==> src/rtl/ps2_tx_if.sv <==
// ----------------------------------------------------------------------------
// ps2_tx_if
//   Single-word strobe/ack bus bundle between the wb_conbus_top slave port and
//   the PS/2 transmitter.
//   dat_i  [31:0]  write data      (master -> slave)
//   adr_i  [31:0]  address         (master -> slave)
//   we_i           write enable    (master -> slave)
//   stb_i          strobe          (master -> slave)
//   dat_o  [31:0]  read data       (slave  -> master)
//   ack_o          acknowledge     (slave  -> master)
// ----------------------------------------------------------------------------
interface ps2_tx_if;
    logic [31:0] dat_i;
    logic [31:0] adr_i;
    logic        we_i;
    logic        stb_i;
    logic [31:0] dat_o;
    logic        ack_o;

    modport master (
        output dat_i, adr_i, we_i, stb_i,
        input  dat_o, ack_o
    );

    modport slave (
        input  dat_i, adr_i, we_i, stb_i,
        output dat_o, ack_o
    );
endinterface

==> src/rtl/ps2_tx.sv <==
// ----------------------------------------------------------------------------
// ps2_tx
//   PS/2 host-to-device transmitter. A byte written to TXDATA is sent as an
//   11-bit frame (start 0, data LSB first, odd parity, stop 1) after holding
//   the PS/2 clock low for INHIBIT_CYC cycles and issuing request-to-send.
//   Both PS/2 lines are driven open-drain through registered enables.
//
//   clk          system clock
//   rst_n        synchronous reset, active-low
//   bus          strobe/ack slave port (dat_i, adr_i, we_i, stb_i, dat_o, ack_o)
//                  adr_i[2]=0 TXDATA : W latch byte / R {24'h0, byte}
//                  adr_i[2]=1 STATUS : R {27'h0, OVR, TMO, NAK, DONE, busy}
//                                      W 1-to-clear bits [4:1]
//   ps2_clk_i    PS/2 clock pin level (asynchronous)
//   ps2_data_i   PS/2 data pin level (asynchronous)
//   ps2_clk_oe   1 = pull PS/2 clock low
//   ps2_data_oe  1 = pull PS/2 data low
//   busy         transmission in progress
// ----------------------------------------------------------------------------
module ps2_tx #(
    parameter int unsigned INHIBIT_CYC = 12000,
    parameter int unsigned TIMEOUT_CYC = 2000000,
    parameter int unsigned FILTER_LEN  = 8
) (
    input  logic           clk,
    input  logic           rst_n,
    ps2_tx_if.slave        bus,
    input  logic           ps2_clk_i,
    input  logic           ps2_data_i,
    output logic           ps2_clk_oe,
    output logic           ps2_data_oe,
    output logic           busy
);

    localparam int unsigned MAX_CYC = (INHIBIT_CYC > TIMEOUT_CYC) ? INHIBIT_CYC : TIMEOUT_CYC;
    localparam int unsigned CW      = $clog2(MAX_CYC + 1);

    typedef enum logic [2:0] {
        IDLE,
        INHIBIT,
        REQ,
        SHIFT,
        ACK,
        WAITREL
    } state_e;

    state_e                state_q, state_d;
    logic [CW-1:0]         cyc_q, cyc_d;
    logic [3:0]            n_q, n_d;
    logic [7:0]            tx_q, tx_d;
    logic                  ovr_q, ovr_d, tmo_q, tmo_d, nak_q, nak_d, done_q, done_d;
    logic                  ack_q, ack_d;
    logic [31:0]           dat_o_q, dat_o_d;
    logic                  clk_oe_q, clk_oe_d, data_oe_q, data_oe_d;

    logic [1:0]            clk_sync_q, dat_sync_q;
    logic [FILTER_LEN-1:0] clk_hist_q, clk_hist_d, dat_hist_q, dat_hist_d;
    logic                  pclk_q, pclk_d, pclk_prev_q, pdata_q, pdata_d;
    logic                  fall;

    logic                  acc, wr_tx, wr_st;
    logic                  set_ovr, set_tmo, set_nak, set_done;
    logic [10:0]           frame;
    logic [31:0]           rdata;
    logic                  unused_bits;

    assign unused_bits = ^{bus.adr_i[31:3], bus.adr_i[1:0], bus.dat_i[31:8]};

    // ---------------- input conditioning ----------------
    // The filtered level only moves once the whole history window agrees.
    always_comb begin
        clk_hist_d = {clk_hist_q[FILTER_LEN-2:0], clk_sync_q[1]};
        dat_hist_d = {dat_hist_q[FILTER_LEN-2:0], dat_sync_q[1]};
        pclk_d  = pclk_q;
        pdata_d = pdata_q;
        if (&clk_hist_d)       pclk_d = 1'b1;
        else if (~|clk_hist_d) pclk_d = 1'b0;
        if (&dat_hist_d)       pdata_d = 1'b1;
        else if (~|dat_hist_d) pdata_d = 1'b0;
    end

    assign fall = pclk_prev_q & ~pclk_q;

    // ---------------- bus decode ----------------
    assign acc   = bus.stb_i & ~ack_q;
    assign wr_tx = acc & bus.we_i & ~bus.adr_i[2];
    assign wr_st = acc & bus.we_i &  bus.adr_i[2];
    assign busy  = (state_q != IDLE);

    assign rdata = bus.adr_i[2] ? {27'h0, ovr_q, tmo_q, nak_q, done_q, busy}
                                : {24'h0, tx_q};

    // Frame bit n is what the line carries after the n-th falling edge.
    assign frame = {1'b1, ~^tx_q, tx_q, 1'b0};

    // ---------------- FSM next state ----------------
    always_comb begin
        state_d  = state_q;
        n_d      = n_q;
        cyc_d    = cyc_q + 1'b1;
        tx_d     = tx_q;
        set_ovr  = 1'b0;
        set_tmo  = 1'b0;
        set_nak  = 1'b0;
        set_done = 1'b0;

        case (state_q)
            IDLE: begin
                cyc_d = '0;
                n_d   = '0;
                if (wr_tx) begin
                    tx_d    = bus.dat_i[7:0];
                    state_d = INHIBIT;
                end
            end
            INHIBIT: begin
                if (cyc_q == CW'(INHIBIT_CYC - 1)) begin
                    cyc_d   = '0;
                    state_d = REQ;
                end
            end
            REQ: begin
                n_d     = '0;
                state_d = SHIFT;
            end
            SHIFT: begin
                if (fall) begin
                    n_d = n_q + 4'd1;
                    if (n_q == 4'd9) state_d = ACK;
                end
            end
            ACK: begin
                if (fall) begin
                    if (pdata_q) begin
                        set_nak = 1'b1;
                        state_d = IDLE;
                    end else begin
                        state_d = WAITREL;
                    end
                end
            end
            WAITREL: begin
                cyc_d = cyc_q;
                if (pclk_q && pdata_q) begin
                    set_done = 1'b1;
                    state_d  = IDLE;
                end
            end
            default: state_d = IDLE;
        endcase

        // Timeout covers the whole device-clocked part of the transfer and
        // takes precedence over a simultaneous ACK decision.
        if ((state_q == REQ || state_q == SHIFT || state_q == ACK) &&
            cyc_q == CW'(TIMEOUT_CYC - 1)) begin
            set_tmo = 1'b1;
            set_nak = 1'b0;
            state_d = IDLE;
        end

        if (wr_tx && state_q != IDLE) set_ovr = 1'b1;
    end

    // ---------------- registered outputs / flags ----------------
    always_comb begin
        ack_d     = bus.stb_i & ~ack_q;
        dat_o_d   = acc ? rdata : dat_o_q;
        clk_oe_d  = (state_q == INHIBIT);
        data_oe_d = (state_q == REQ) || (state_q == SHIFT && !frame[n_q]);
        // Set wins over a simultaneous write-1-to-clear.
        ovr_d  = set_ovr  | (ovr_q  & ~(wr_st & bus.dat_i[4]));
        tmo_d  = set_tmo  | (tmo_q  & ~(wr_st & bus.dat_i[3]));
        nak_d  = set_nak  | (nak_q  & ~(wr_st & bus.dat_i[2]));
        done_d = set_done | (done_q & ~(wr_st & bus.dat_i[1]));
    end

    always_ff @(posedge clk) begin
        if (!rst_n) begin
            state_q     <= IDLE;
            cyc_q       <= '0;
            n_q         <= '0;
            tx_q        <= '0;
            ovr_q       <= 1'b0;
            tmo_q       <= 1'b0;
            nak_q       <= 1'b0;
            done_q      <= 1'b0;
            ack_q       <= 1'b0;
            dat_o_q     <= '0;
            clk_oe_q    <= 1'b0;
            data_oe_q   <= 1'b0;
            clk_sync_q  <= '1;
            dat_sync_q  <= '1;
            clk_hist_q  <= '1;
            dat_hist_q  <= '1;
            pclk_q      <= 1'b1;
            pclk_prev_q <= 1'b1;
            pdata_q     <= 1'b1;
        end else begin
            state_q     <= state_d;
            cyc_q       <= cyc_d;
            n_q         <= n_d;
            tx_q        <= tx_d;
            ovr_q       <= ovr_d;
            tmo_q       <= tmo_d;
            nak_q       <= nak_d;
            done_q      <= done_d;
            ack_q       <= ack_d;
            dat_o_q     <= dat_o_d;
            clk_oe_q    <= clk_oe_d;
            data_oe_q   <= data_oe_d;
            clk_sync_q  <= {clk_sync_q[0], ps2_clk_i};
            dat_sync_q  <= {dat_sync_q[0], ps2_data_i};
            clk_hist_q  <= clk_hist_d;
            dat_hist_q  <= dat_hist_d;
            pclk_q      <= pclk_d;
            pclk_prev_q <= pclk_q;
            pdata_q     <= pdata_d;
        end
    end

    assign bus.ack_o   = ack_q;
    assign bus.dat_o   = dat_o_q;
    assign ps2_clk_oe  = clk_oe_q;
    assign ps2_data_oe = data_oe_q;

endmodule

==> src/flat_wrapper.sv <==
// flat-port wrapper written by rule: the top's interface ports become plain ports
module ps2_tx_flat 
#(
    parameter int unsigned INHIBIT_CYC = 12000,
    parameter int unsigned TIMEOUT_CYC = 2000000,
    parameter int unsigned FILTER_LEN  = 8
)
  (clk, rst_n, ps2_clk_i, ps2_data_i, ps2_clk_oe, ps2_data_oe, busy, bus_dat_i, bus_adr_i, bus_we_i, bus_stb_i, bus_dat_o, bus_ack_o);
  ps2_tx_if bus_i ();
  input  logic clk;
  input  logic rst_n;
  input  logic ps2_clk_i;
  input  logic ps2_data_i;
  output logic ps2_clk_oe;
  output logic ps2_data_oe;
  output logic busy;
  input wire logic [$bits(bus_i.dat_i)-1:0] bus_dat_i;
  input wire logic [$bits(bus_i.adr_i)-1:0] bus_adr_i;
  input wire logic [$bits(bus_i.we_i)-1:0] bus_we_i;
  input wire logic [$bits(bus_i.stb_i)-1:0] bus_stb_i;
  output wire logic [$bits(bus_i.dat_o)-1:0] bus_dat_o;
  output wire logic [$bits(bus_i.ack_o)-1:0] bus_ack_o;
  assign bus_i.dat_i = bus_dat_i;
  assign bus_i.adr_i = bus_adr_i;
  assign bus_i.we_i = bus_we_i;
  assign bus_i.stb_i = bus_stb_i;
  assign bus_dat_o = bus_i.dat_o;
  assign bus_ack_o = bus_i.ack_o;
  ps2_tx #(.INHIBIT_CYC(INHIBIT_CYC), .TIMEOUT_CYC(TIMEOUT_CYC), .FILTER_LEN(FILTER_LEN)) u_core (.clk(clk), .rst_n(rst_n), .bus(bus_i), .ps2_clk_i(ps2_clk_i), .ps2_data_i(ps2_data_i), .ps2_clk_oe(ps2_clk_oe), .ps2_data_oe(ps2_data_oe), .busy(busy));
endmodule
==> config.mk <==
export PLATFORM = sky130hd
export DESIGN_NAME = ps2_tx_flat
export DESIGN_NICKNAME = d
export VERILOG_FILES = /design/src/rtl/ps2_tx_if.sv /design/src/rtl/ps2_tx.sv /design/src/flat_wrapper.sv
export SDC_FILE = /design/constraint.sdc
export NUM_CORES = 1
export LEC_CHECK = 0
export BUFFER_PORTS_ARGS = -buffer_cell sky130_fd_sc_hd__buf_2
export CAP_MARGIN = 20
export CELL_PAD_IN_SITES_DETAIL_PLACEMENT = 1
export CELL_PAD_IN_SITES_GLOBAL_PLACEMENT = 1
export CORE_MARGIN = 4
export CORE_UTILIZATION = 37
export DETAILED_ROUTE_END_ITERATION = 16
export PLACE_DENSITY = 0.83
export SYNTH_ARGS = -nofsm -noshare
export SYNTH_HDL_FRONTEND = slang
export SYNTH_SLANG_ARGS = --single-unit
==> constraint.sdc <==
create_clock -name clk -period 2.8 [get_ports clk]
set_input_delay 0.14 -clock clk [delete_from_list [all_inputs] [get_ports clk]]
set_output_delay 0.14 -clock clk [all_outputs]
set_load 0.01 [all_outputs]
== Word-level counts from Yosys, hierarchy flattened ==
Index checks and enable logic that the tools add are counted.

* Output and inout port bits: 36
* Logic and storage cells: 107
* Register bits: 96
* Input port bits: 70

* Add/sub/neg operators: 2
* Reduce and logical (&&, ||, !) cells: 23
* Eq/ne operators: 14
* Bitwise logic cells: 25
* Multiplexer cells: 23
* Magnitude comparators: 1

{| class="wikitable"
|+ Operators with widths
! cell !! number
|-
| $pmux W21 S3 || 1
|-
| $add A21 B1 Y21 const B || 1
|-
| $eq A21 B14 Y1 const B || 1
|-
| $eq A21 B21 Y1 const B || 1
|-
| $mux W21 || 1
|-
| $mux W3 || 7
|-
| $pmux W3 S6 || 1
|-
| $reduce_and A8 Y1 || 2
|-
| $reduce_or A8 Y1 || 2
|-
| $and A1 B1 Y1 || 13
|-
| $ne A2 B1 Y1 const B || 5
|-
| $mux W1 || 9
|-
| $mux W8 || 1
|-
| $not A1 Y1 || 8
|-
| $pmux W4 S2 || 1
|-
| $reduce_or A2 Y1 || 4
|-
| $reduce_xnor A8 Y1 || 1
|-
| $eq A3 B2 Y1 const B || 2
|-
| $eq A3 B3 Y1 const B || 2
|-
| $reduce_and A6 Y1 || 1
|-
| $lt A4 B5 Y1 const B || 1
|-
| $add A4 B1 Y4 const B || 1
|-
| $bmux W1 S4 || 1
|-
| $eq A4 B4 Y1 const B || 1
|-
| other kinds (11) || 20
|}

== Longest topological paths before layout ==
Gate-level depths: netlist of the first run.

* Depth in word-level cells: 8
* Mapped depth: 8

== Worst setup path after synthesis of the first run ==
OpenSTA, ideal clock, no wires.

* Kind: register to register
* From: register u_core.cyc_q[0]
* To: register u_core.state_q[0]
* Clock period less this slack: 1.980 ns
* Stages on the path, launching flop included: 7
* Library setup time: 0.066 ns
* Data arrival time: 1.914 ns
* Setup slack: 0.820 ns
* Path buffers: 0
* Path through: dfxtp_1 ha_1 or4b_1 nor3_4 a21oi_2 or4b_4 a21oi_2

* Longest elaborated chain between the ends: 3
* Elaborated cells on any way between the ends: 6

{| class="wikitable"
|+ RTL lines
! element !! line !! text
|-
| from (decl) || ps2_tx.sv:48 || <nowiki>logic [CW-1:0] cyc_q, cyc_d;</nowiki>
|-
| from (signal assigned) || ps2_tx.sv:200 || <nowiki>cyc_q <= cyc_d;</nowiki>
|-
| $eq A21 B14 Y1 or $eq A21 B21 Y1 (tied branches) || ps2_tx.sv:117, ps2_tx.sv:155 ||
|-
| $ne A2 B2 Y1 (no line) or $logic_and A1 B1 Y1 (tied branches) || -- ||
|-
| $reduce_and A6 Y1 (no line) or $reduce_or A2 Y1 (tied branches) || -- ||
|-
| to (signal assigned) || ps2_tx.sv:199 || <nowiki>state_q <= state_d;</nowiki>
|-
| to (decl) || ps2_tx.sv:47 || <nowiki>state_e state_q, state_d;</nowiki>
|}

Several ways; a longest one is shown, not always the timed one.
A chain may end at the register's enable or synchronous reset.

== Worst setup path after layout of the first run ==
* From: register u_core.cyc_q[0]
* To: register u_core.cyc_q[7]

* Longest elaborated chain between the ends: 3
* Elaborated cells on any way between the ends: 4

{| class="wikitable"
|+ RTL lines
! element !! line !! text
|-
| $add A21 B1 Y21 or $eq A21 B14 Y1 (tied branches) || ps2_tx.sv:100, ps2_tx.sv:117 ||
|-
| $mux W21 || ps2_tx.sv:117 || <nowiki>if (cyc_q == CW'(INHIBIT_CYC - 1)) begin</nowiki>
|-
| $pmux W21 S3 * || ps2_tx.sv:107 || <nowiki>case (state_q)</nowiki>
|}

Mark *: on every way between the ends. The rest lies on a longest branch, timed or not.

==> metrics.txt, run 1 <==
Final min period about 2300 ps; Slew HR between 50% and 60%; Mean Syn Cell Area 8.99 um2; Sink Count approximately 70; antenna violations before repair 0; hold_buf cts 2; Root Driver clkbuf_8; Max VDD drop around 0.32 mV; placed instance area approximately 0.0035 mm2; power consumption ~2.4 mW; CP cell instances ha_1 > or4b_1 > nor3_4 > a21o_2 > a21o_1 > nor2_1; setup TNS 0 ps; number of global-route vias before repair roughly 2600; Yosys reg bits between 70 and 80; DRC viols 0; CP arrival ~2500 ps; Port Buffers 26; Initial Util about two fifths; GPL Wtd Cong a little over 0.7; outcome finished, final reports clean; Die X 103 um; top sig layer met4; FMAX between 0.4 and 0.5 GHz; ANT cells 0; Post-CTS Resized 0; # rows 34; Max stage delay cell, worst path or4b_1; FFs w/ async S/R, synth 0%; fin crit share around 82%; share of cells above drive strength 1 between 10% and 20%; setup bufs post-CTS 0; pin count of the biggest net entering global routing 28; Worst path top cell family by delay simple AND/OR/NAND/NOR gates; total grt overflow 0; Max clock buf depth 2; Commonest cells post-synth dfxtp_1, nor2_1, nand2_1; first drt pass iteration count 4; Worst Skew 6.66 ps; top_reg_cell synth dfxtp_1; EDFF count, synth 0; Final Cell Area about 0.0037 mm2; Routed met2 length approximately 3800 um; antenna-violating nets left 0; final hold viol count 0; Worst-Margin Slew roughly 660 ps; Leak ~1.4 nW; peak fanout along the critical path 19; crit path kind register to register; GRT Total Usage between 10% and 20%; final setup violation count 0; number of DRC markers in iteration 0 105; Ys Warns 0; Place WS ~500 ps; max-slew violations 0; Min-Delay Path Class primary input to register; die area 0.0107 mm2; Post-Route WL about 7200 um; CP Buf/Inv Count 0; Final HPWL DP ~5300 um; Syn Inst Count about 380; Num CTS Buffers 9; Area Overhead vs Synth 9.58%; final setup margin 506 ps; Core Util, Final 41.9%; Vias ~2600; cell area after synthesis around 0.0034 mm2; met3 WL post-DR ~200 um; first-pass GRT wire length around 12000 um; top-area cell type share of the netlist area 42.8%; Die Ht 103 um; DRT met1 WL roughly 3100 um; post-synthesis sequential area ratio roughly 43%; Worst setup SP type register; final net count approximately 470; Synth cell types 55; Worst setup EP type register; DR WL/cell ~14 um; Clk Latency, worst-skew pair around 350 ps; I/O pin count around 110; CTS H-tree lvls 3; clock transition at the registers of the reported paths ~80 ps; Max Cap Viol 0; vias per inst between 5 and 6; Synth area leaders dfxtp_1, nor2_1, buf_4; Worst path max stage delay 510 ps; core area just under 0.009 mm2; area leader, netlist dfxtp_1; RSZ-0062 raised after global routing no; CTS tree yes; fillers approximately 1000; most frequent cell after synthesis dfxtp_1; Data required, critical path ~3000 ps; pwr dens approximately 650 mW/mm2
==> cell usage in the layout (no fill, tap or decap), types with 2 or more instances in the layout <==
cell and n:
nand3b_1 3, nand3_1 13, o32ai_1 2, clkinv_2 2, a21oi_1 11, o21ai_0 8, nor4_1 3, nand4_1 13
dlygate4sd3_1 2, nor4_2 2, o22ai_1 2, ha_1 3, mux2i_1 16, nand2b_1 21, conb_1 24, clkbuf_8 11
xor2_1 15, a21oi_2 2, dfxtp_1 72, and3_1 2, nand2_1 28, and3b_1 2, buf_4 3, nor3_4 2
a211oi_1 4, clkinvlp_4 2, nor2_1 55, buf_2 26, xnor2_1 13, nor3_1 6, a31oi_1 3, nor2b_1 6
inv_1 4
==> worst register-to-register path, cell delays in order (launching register included) <==
cell and delay [ps]:
dfxtp_1 450, ha_1 220, or4b_1 510, nor3_4 190
a21o_2 170, a21o_1 500, nor2_1 110
==> path summary, 6_finish.rpt <==
kind / cells after the start / slack [ps] / to / startpoint
max: 6 / 510 / u_core.cyc_q[7]$_SDFFE_PN0N_ / u_core.cyc_q[0]$_SDFFE_PN0N_
min reg2reg: 1 / 410 / u_core.dat_sync_q[1]$_SDFF_PN1_ / u_core.dat_sync_q[0]$_SDFF_PN1_
min: 3 / 20 / u_core.tx_q[5]$_SDFFE_PN0P_ / bus_dat_i[5]
max reg2reg: 6 / 510 / u_core.cyc_q[7]$_SDFFE_PN0N_ / u_core.cyc_q[0]$_SDFFE_PN0N_
==> per-stage QoR <==
| stage | std cells | hold WS, ps |
|---|---|---|
| 6_report | 513 | 20.6 |
| 5_1_grt | 513 | 32.0 |
| 4_1_cts | 513 | 8.56 |
| 3_5_place_dp | 495 | 325 |
| 3_3_place_gp | 495 | 323 |
| 2_1_floorplan | 398 | 213 |
==> power by group <==
| part | total [mW] | switching, mW | internal (mW) |
|---|---|---|---|
| Sequential | 1.12 | 0.0503 | 1.07 |
| Combinational | 0.437 | 0.268 | 0.168 |
| Clock | 0.849 | 0.392 | 0.457 |
==> cell type report <==
class / instances / area (um2) / share of cell area (%)
Clock inverter: 5 / 55.1 / 1.49
Multi-Input combinational cell: 281 / 1720 / 46.5
Clock buffer: 11 / 151 / 4.10
Inverter: 5 / 18.8 / 0.508
Tap cell: 108 / 135 / 3.66
Sequential cell: 72 / 1440 / 39.0
Timing Repair Buffer: 31 / 173 / 4.68
==> logic make-up (layout without fill, tap and decap cells) <==
kind of cell	after synthesis	count (layout)	synth area share [%]
DFF	72	72	42.8
buffers and inverters	45	52	8.80
other	1	24	0.111
AOI/OAI and AO/OA	41	41	7.95
and+or+nand+nor	168	168	26.6
adders and majority gates	3	3	1.11
muxes	17	17	5.42
xor gates and xnor gates	28	28	7.28
==> layer usage <==
metal  up-vias  track usage (%)
met4         0             6.27
li1       1287                -
met1      1296             16.3
met2        39             25.0
met5         -                0
met3        12             2.82
==> registers in the layout, summed over array words and instances (netlist names), 2 cells and up <==
signal,count
u_core.dat_hist_q,7
u_core.clk_sync_q,2
u_core.cyc_q,21
u_core.tx_q,8
u_core.bus.dat_o,8
u_core.dat_sync_q,2
u_core.n_q,4
u_core.clk_hist_q,7
u_core.state_q,3
(Power assumes the default switching activity.)
==> inputs of run 2 (changes only) <==
--- a/config.mk
+++ b/config.mk
@@ -5,14 +5,15 @@
 export SDC_FILE = /design/constraint.sdc
 export NUM_CORES = 1
 export LEC_CHECK = 0
+export ABC_AREA = 1
 export BUFFER_PORTS_ARGS = -buffer_cell sky130_fd_sc_hd__buf_2
 export CAP_MARGIN = 20
 export CELL_PAD_IN_SITES_DETAIL_PLACEMENT = 1
 export CELL_PAD_IN_SITES_GLOBAL_PLACEMENT = 1
 export CORE_MARGIN = 4
-export CORE_UTILIZATION = 37
+export CORE_UTILIZATION = 33
 export DETAILED_ROUTE_END_ITERATION = 16
-export PLACE_DENSITY = 0.83
+export PLACE_DENSITY = 0.81
 export SYNTH_ARGS = -nofsm -noshare
 export SYNTH_HDL_FRONTEND = slang
 export SYNTH_SLANG_ARGS = --single-unit
==> constraint.sdc (replaced) <==
create_clock -name clk -period 2 [get_ports clk]
set_input_delay 0.1 -clock clk [delete_from_list [all_inputs] [get_ports clk]]
set_output_delay 0.1 -clock clk [all_outputs]
set_load 0.01 [all_outputs]
==> run 2 against run 1 <==
Against the previous run:
- register-to-register slack worse by 230 ps
- die area is 17% higher
- count of clock-buffer cells in the layout is 1 lower
- first-iteration DRC count is 49% higher
- maximum frequency is 33% higher
- final cell count is 31% higher
- combinational power is 26% higher
- non-clock buffer count stayed put
- worst hold slack better by 4.1 ps
- routed wire length is 22% higher
- synthesized cell count is 34% higher
- flip-flop and latch count stayed put
==> metrics.txt, run 2 <==
outcome finished, final reports clean; CP cell instances ha_1 > nand2_1 > inv_1 > nand2_1 > inv_1 > nand4_1 > nand2_2 > nand2_2 > nand2_4 > inv_1 > nand2_1 > inv_1; final setup violation count 0 (unchanged); Final min period 1720 ps (-574 ps); share of cells above drive strength 1 14.5% (-0.043 points); Finished Layout Cells 673 (+31%); antenna violations before repair 0 (unchanged); Max clock buf depth 2 (unchanged); Area Overhead vs Synth 11.1%; max-slew violations 0 (unchanged); Data required, critical path 2250 ps (-760 ps); EDFF count, synth 0 (unchanged); DR WL/cell 13.1 um (-6.9%); Sink Count 72 (unchanged); first drt pass iteration count 4 (unchanged); core area 0.0104 mm2 (+18%); pin count of the biggest net entering global routing 30 (+7.1%); Largest Register u_core.cyc_q; Commonest cells post-synth nand2_1, dfxtp_1, inv_1; crit path kind register to register; ANT cells 0 (unchanged); commonest non-fill, non-tap cells in the layout nand2_1, dfxtp_1, inv_1; Worst-Margin Slew 516 ps (-146 ps); Syn Inst Count 501 (+34%); Root Driver clkbuf_8; number of DRC markers in iteration 0 156 (+49%); Ys Warns 0 (unchanged); Slew HR 65.6% (+10 points); Min-Delay Path Class primary input to register; worst r2r src u_core.cyc_q[0]$_SDFFE_PN0N_; Final Cell Area 0.00396 mm2 (+7.4%); DRC viols 0 (unchanged); Clk Latency, worst-skew pair 350 ps (about the same); pwr dens 823 mW/mm2 (+26%); top-area cell type share of the netlist area 40.4% (-2.4 points); Max stage delay cell, worst path dfxtp_1; fin crit share 86.0% (+4.1 points); GRT Total Usage 14.3% (+0.19 points); Die X 112 um (+8.3%); commonest non-fill, non-tap cell in the layout nand2_1; Synth area leaders dfxtp_1, nand2_1, inv_1; Worst Skew 13.7 ps (+7.08 ps); Mean Syn Cell Area 7.12 um2 (-21%); total grt overflow 0 (unchanged); final net count 605 (+28%); GPL Wtd Cong 0.832 (+17%); Leak 1.81 nW (+29%); Post-CTS Resized 0 (unchanged); final hold viol count 0 (unchanged); Die Ht 112 um (+8.3%); most frequent cell on the critical path inv_1; antenna-violating nets left 0 (unchanged); FFs w/ async S/R, synth 0% (unchanged); worst setup path start u_core.cyc_q[0]$_SDFFE_PN0N_; Vias 3186 (+21%); # rows 37 (+8.8%); Initial Util 34.2% (-4.0 points); Worst setup SP type register; RSZ-0062 raised after global routing no; hold_buf cts 2 (unchanged); I/O pin count 106 (unchanged); Max VDD drop 0.322 mV (+0.67%); top_reg_cell synth dfxtp_1; Max Cap Viol 0 (unchanged); Final HPWL DP 6750 um (+27%); Worst path max stage delay 370 ps (-140 ps); setup bufs post-CTS 0 (unchanged); FMAX 0.581 GHz (+33%); vias per inst 4.73 (-7.8%); Core Util, Final 38.1% (-3.9 points); CTS H-tree lvls 3 (unchanged); R2R depth 12 (+6); CP arrival 1970 ps (-530 ps); fillers 1349 (+29%); max FFs per register 21 (unchanged); Synth cell types 39 (-29%); Yosys reg bits 72 (unchanged); post-synthesis sequential area ratio 40.4% (-2.4 points); placed instance area 0.00375 mm2 (+8.1%); area leader, netlist dfxtp_1; die area 0.0125 mm2 (+17%); setup TNS 0 ps (unchanged); peak fanout along the critical path 17 (-2); first-pass GRT wire length 15100 um (+26%); power consumption 3.26 mW (+36%); Port Buffers 26 (unchanged); Hold Startpoint rst_n; most frequent cell after synthesis nand2_1; Worst setup EP type register; post-placement cell count 655 (+32%); Num CTS Buffers 9 (unchanged); clock transition at the registers of the reported paths 80 ps (about the same); CTS tree yes; Hold Path Stages 2 (-1); Post-Route WL 8820 um (+22%); number of global-route vias before repair 3313 (+28%); cell area after synthesis 0.00357 mm2 (+5.9%)
-- run 2: stage by stage --
step,setup WS (ps),hold slack [ps]
floorplan,553,207
global placement,317,294
detailed placement,269,292
CTS,255,21.0
global route,73.8,21.2
finish,280,24.7
-- run 2: layout make-up --
class	instances	area, um2	area share [%]
Multi-Input combinational cell	341	1690	42.6
Sequential cell	72	1440	36.4
Inverter	77	293	7.39
Timing Repair Buffer	31	173	4.36
Tap cell	136	170	4.29
Clock buffer	10	128	3.22
Clock inverter	6	70.1	1.77
-- run 2: metal layers --
layer  share of wire [%]  track usage (%)  wire length [um]
met5                   0                0                 0
met4                0.92             4.49                81
met3                 2.7             2.28               237
met2                  49             24.9              4320
met1                  47             18.2              4180
-- run 2: worst max-delay path: cells and delay by family (launching register included) --
| family | cells | cell delay (ps) |
|---|---|---|
| fa+ha+maj | 1 | 180 |
| buf+inv | 4 | 310 |
| flops | 1 | 370 |
| simple gates | 7 | 750 |
-- run 2: final timing paths --
check | end | slack (ps)
setup / recovery | u_core.cyc_q[18]$_SDFFE_PN0N_ | 280
hold / removal | u_core.clk_hist_q[4]$_SDFF_PN1_ | 20
setup reg to reg | u_core.cyc_q[18]$_SDFFE_PN0N_ | 280
hold reg to reg | u_core.clk_sync_q[1]$_SDFF_PN1_ | 420
-- run 2: cell families (layout without fill, tap and decap cells) --
kind of cell               after synthesis  after routing  share of synthesized area (%)
buffers and inverters                  111            124                           14.7
other                                    1             24                          0.105
adders and majority gates                3              3                           1.05
AOI/OAI and AO/OA                       78             78                           11.7
DFF                                     72             72                           40.4
and+or+nand+nor                        230            230                           30.6
xor gates and xnor gates                 6              6                           1.47
-- run 2: report_power, final --
group          internal [mW]  total, mW  leakage [nW]  switching (mW)
clock                  0.580       1.16        0.0887           0.577
sequential              1.50       1.56         0.584          0.0601
combinational          0.170      0.551          1.14           0.381
total                   2.25       3.26          1.81            1.02
==> inputs of run 3 (changes only) <==
--- a/config.mk
+++ b/config.mk
@@ -10,7 +10,7 @@
 export CAP_MARGIN = 20
 export CELL_PAD_IN_SITES_DETAIL_PLACEMENT = 1
 export CELL_PAD_IN_SITES_GLOBAL_PLACEMENT = 1
-export CORE_MARGIN = 4
+export CORE_MARGIN = 10
 export CORE_UTILIZATION = 33
 export DETAILED_ROUTE_END_ITERATION = 16
 export PLACE_DENSITY = 0.81
==> run 3 against run 2 <==
Against the previous run:
- routed wire length rose by 2.7%
- worst setup slack improved by 12 ps
- global-route usage fell by 2.0 points
- final area rose by 0.73%
- sequential power barely moved
- maximum frequency rose by 0.67%
- non-clock buffer count did not move
- combinational power barely moved
- power rose by 4.9%
- critical path type unchanged
- critical endpoint is now u_core.cyc_q[19]$_SDFFE_PN0N_
==> metrics.txt, run 3 (synthesis gave the netlist of run 2 again) <==
outcome finished, final reports clean; routing usage on met2 21.1% (-3.8 points); pwr dens 858 mW/mm2 (+4.2%); # rows 37 (unchanged); Max Cap Viol 0 (unchanged); Initial Util 34.2% (unchanged); Die X 124 um (+11%); Place WS 306 ps (+36.9 ps); Post-CTS Resized 0 (unchanged); Hold Startpoint rst_n; commonest non-fill, non-tap cells in the layout nand2_1, dfxtp_1, inv_1; antenna violations before repair 0 (unchanged); Min-Delay Path Class primary input to register; Vias 3187 (+0.031%); number of global-route vias before repair 3429 (+3.5%); fin crit share 85.4% (-0.58 points); number of DRC markers in iteration 0 223 (+43%); first drt pass iteration count 4 (unchanged); worst reg2reg setup slack 290 ps (about the same); Worst-Margin Slew 523 ps (+6.92 ps); I/O pin count 106 (unchanged); setup TNS 0 ps (unchanged); Slew HR 65.1% (-0.46 points); met3 Usage GRT 1.67% (-0.61 points); first-pass GRT wire length 15600 um (+3.5%); CTS H-tree lvls 3 (unchanged); final hold viol count 0 (unchanged); Worst setup EP type register; setup bufs post-CTS 0 (unchanged); core area 0.0104 mm2 (unchanged); final setup margin 291 ps (+11.5 ps); pin count of the biggest net entering global routing 30 (unchanged); Area Overhead vs Synth 11.9%; total grt overflow 0 (unchanged); Post-Route WL 9060 um (+2.7%); Final Cell Area 0.00399 mm2 (+0.73%); Max VDD drop 0.417 mV (+29%); commonest non-fill, non-tap cell in the layout nand2_1; vias per inst 4.74 (about the same); DR WL/cell 13.5 um (+2.7%); Final HPWL DP 7060 um (+4.5%); GRT Total Usage 12.4% (-2.0 points); grt met1 use 15.0% (-3.2 points); Reg2Reg Capture Point u_core.cyc_q[19]$_SDFFE_PN0N_; Hold Slack 5.69 ps (-19.0 ps); Leak 1.83 nW (+1.2%); share of cells above drive strength 1 14.7% (+0.19 points); power consumption 3.42 mW (+4.9%); GPL Wtd Cong 0.836 (+0.46%); Num CTS Buffers 9 (unchanged); clock transition at the registers of the reported paths 80 ps (about the same); Largest Register u_core.cyc_q; antenna-violating nets left 0 (unchanged); Clk Latency, worst-skew pair 360 ps (about the same); Final min period 1710 ps (-11.5 ps); final setup violation count 0 (unchanged); Hold Path Stages 2 (unchanged); placed instance area 0.00375 mm2 (unchanged); worst r2r src u_core.cyc_q[0]$_SDFFE_PN0N_; crit path kind register to register; R2R depth 12 (unchanged); RSZ-0062 raised after global routing no; die area 0.0154 mm2 (+23%); Sink Count 72 (unchanged); Port Buffers 26 (unchanged); Data required, critical path 2260 ps (about the same); GRT Max-Usage Layer met2; Die Ht 124 um (+11%); CP arrival 1970 ps (about the same); fillers 1369 (+1.5%); Worst setup SP type register; CTS tree yes; peak fanout along the critical path 17 (unchanged); DRC viols 0 (unchanged); Root Driver clkbuf_8; final net count 605 (unchanged); max-slew violations 0 (unchanged); ANT cells 0 (unchanged); Max clock buf depth 2 (unchanged); hold endpoint u_core.clk_hist_q[3]$_SDFF_PN1_; max FFs per register 21 (unchanged); FMAX 0.585 GHz (+0.67%); Worst Skew 10.7 ps (-3.00 ps)
## run 3: cell count changes in the layout (fill, tap and decap cells not counted)
cell,delta
clkbuf_1,-1
bufinv_16,+1
clkinvlp_4,-2
inv_6,+2
## run 3: what timing repair did
item                                   4_1_cts  5_1_grt
setup endpoints to repair                    0        0
hold buffers                                 2        0
endpoints found under the hold margin        2        0
## run 3: through the flow
step / instances / util [%]
final: 673 / 38.3
after CTS: 673 / 38.3
after detailed placement: 655 / 36.0
after floorplan: 524 / -
after global routing: 673 / 38.3
after global placement: 655 / 36.0
## run 3: critical path, stage by stage, from the launching register on
cell and delay (ps):
dfxtp_1 360, ha_1 180, nand2_1 60, inv_1 60, nand2_1 70, inv_1 90
nand4_1 110, nand2_2 140, nand2_2 100, nand2_4 200, inv_1 110, nand2_1 70
nor2_1 40
## run 3: report_power, final
group          internal (mW)  switching, mW  total (mW)
Sequential              1.50         0.0599        1.55
Combinational          0.170          0.384       0.554
Clock                  0.715          0.600        1.31
## run 3: layout make-up
cell class	count	area [um2]	area share, %
multi-input cells	341	1690	42.3
flip-flops and latches	72	1440	36.1
inverters	77	293	7.33
repair buffers	31	173	4.32
well taps	136	170	4.26
clock buffers	9	124	3.10
clock inverters	7	103	2.57
## run 3: worst max path at each step
stage                                  from                       endpoint  slack (ps)  cells after the start
3_5_place_dp   u_core.cyc_q[1]$_SDFFE_PN0N_  u_core.cyc_q[20]$_SDFFE_PN0N_         310                     12
3_3_place_gp   u_core.cyc_q[0]$_SDFFE_PN0N_  u_core.cyc_q[18]$_SDFFE_PN0N_         320                     12
6_report       u_core.cyc_q[0]$_SDFFE_PN0N_  u_core.cyc_q[19]$_SDFFE_PN0N_         290                     12
5_1_grt        u_core.cyc_q[0]$_SDFFE_PN0N_  u_core.cyc_q[20]$_SDFFE_PN0N_          70                     12
4_1_cts        u_core.cyc_q[0]$_SDFFE_PN0N_  u_core.cyc_q[20]$_SDFFE_PN0N_         280                     12
2_1_floorplan   u_core.bus.ack_o$_SDFF_PN0_    u_core.tx_q[5]$_SDFFE_PN0P_         550                      9
## run 3: layer usage
metal | up-vias | routed length, um
li1 | 1613 | -
met4 | 0 | 220
met1 | 1501 | 4230
met3 | 16 | 265
met2 | 57 | 4340
met5 | - | 0
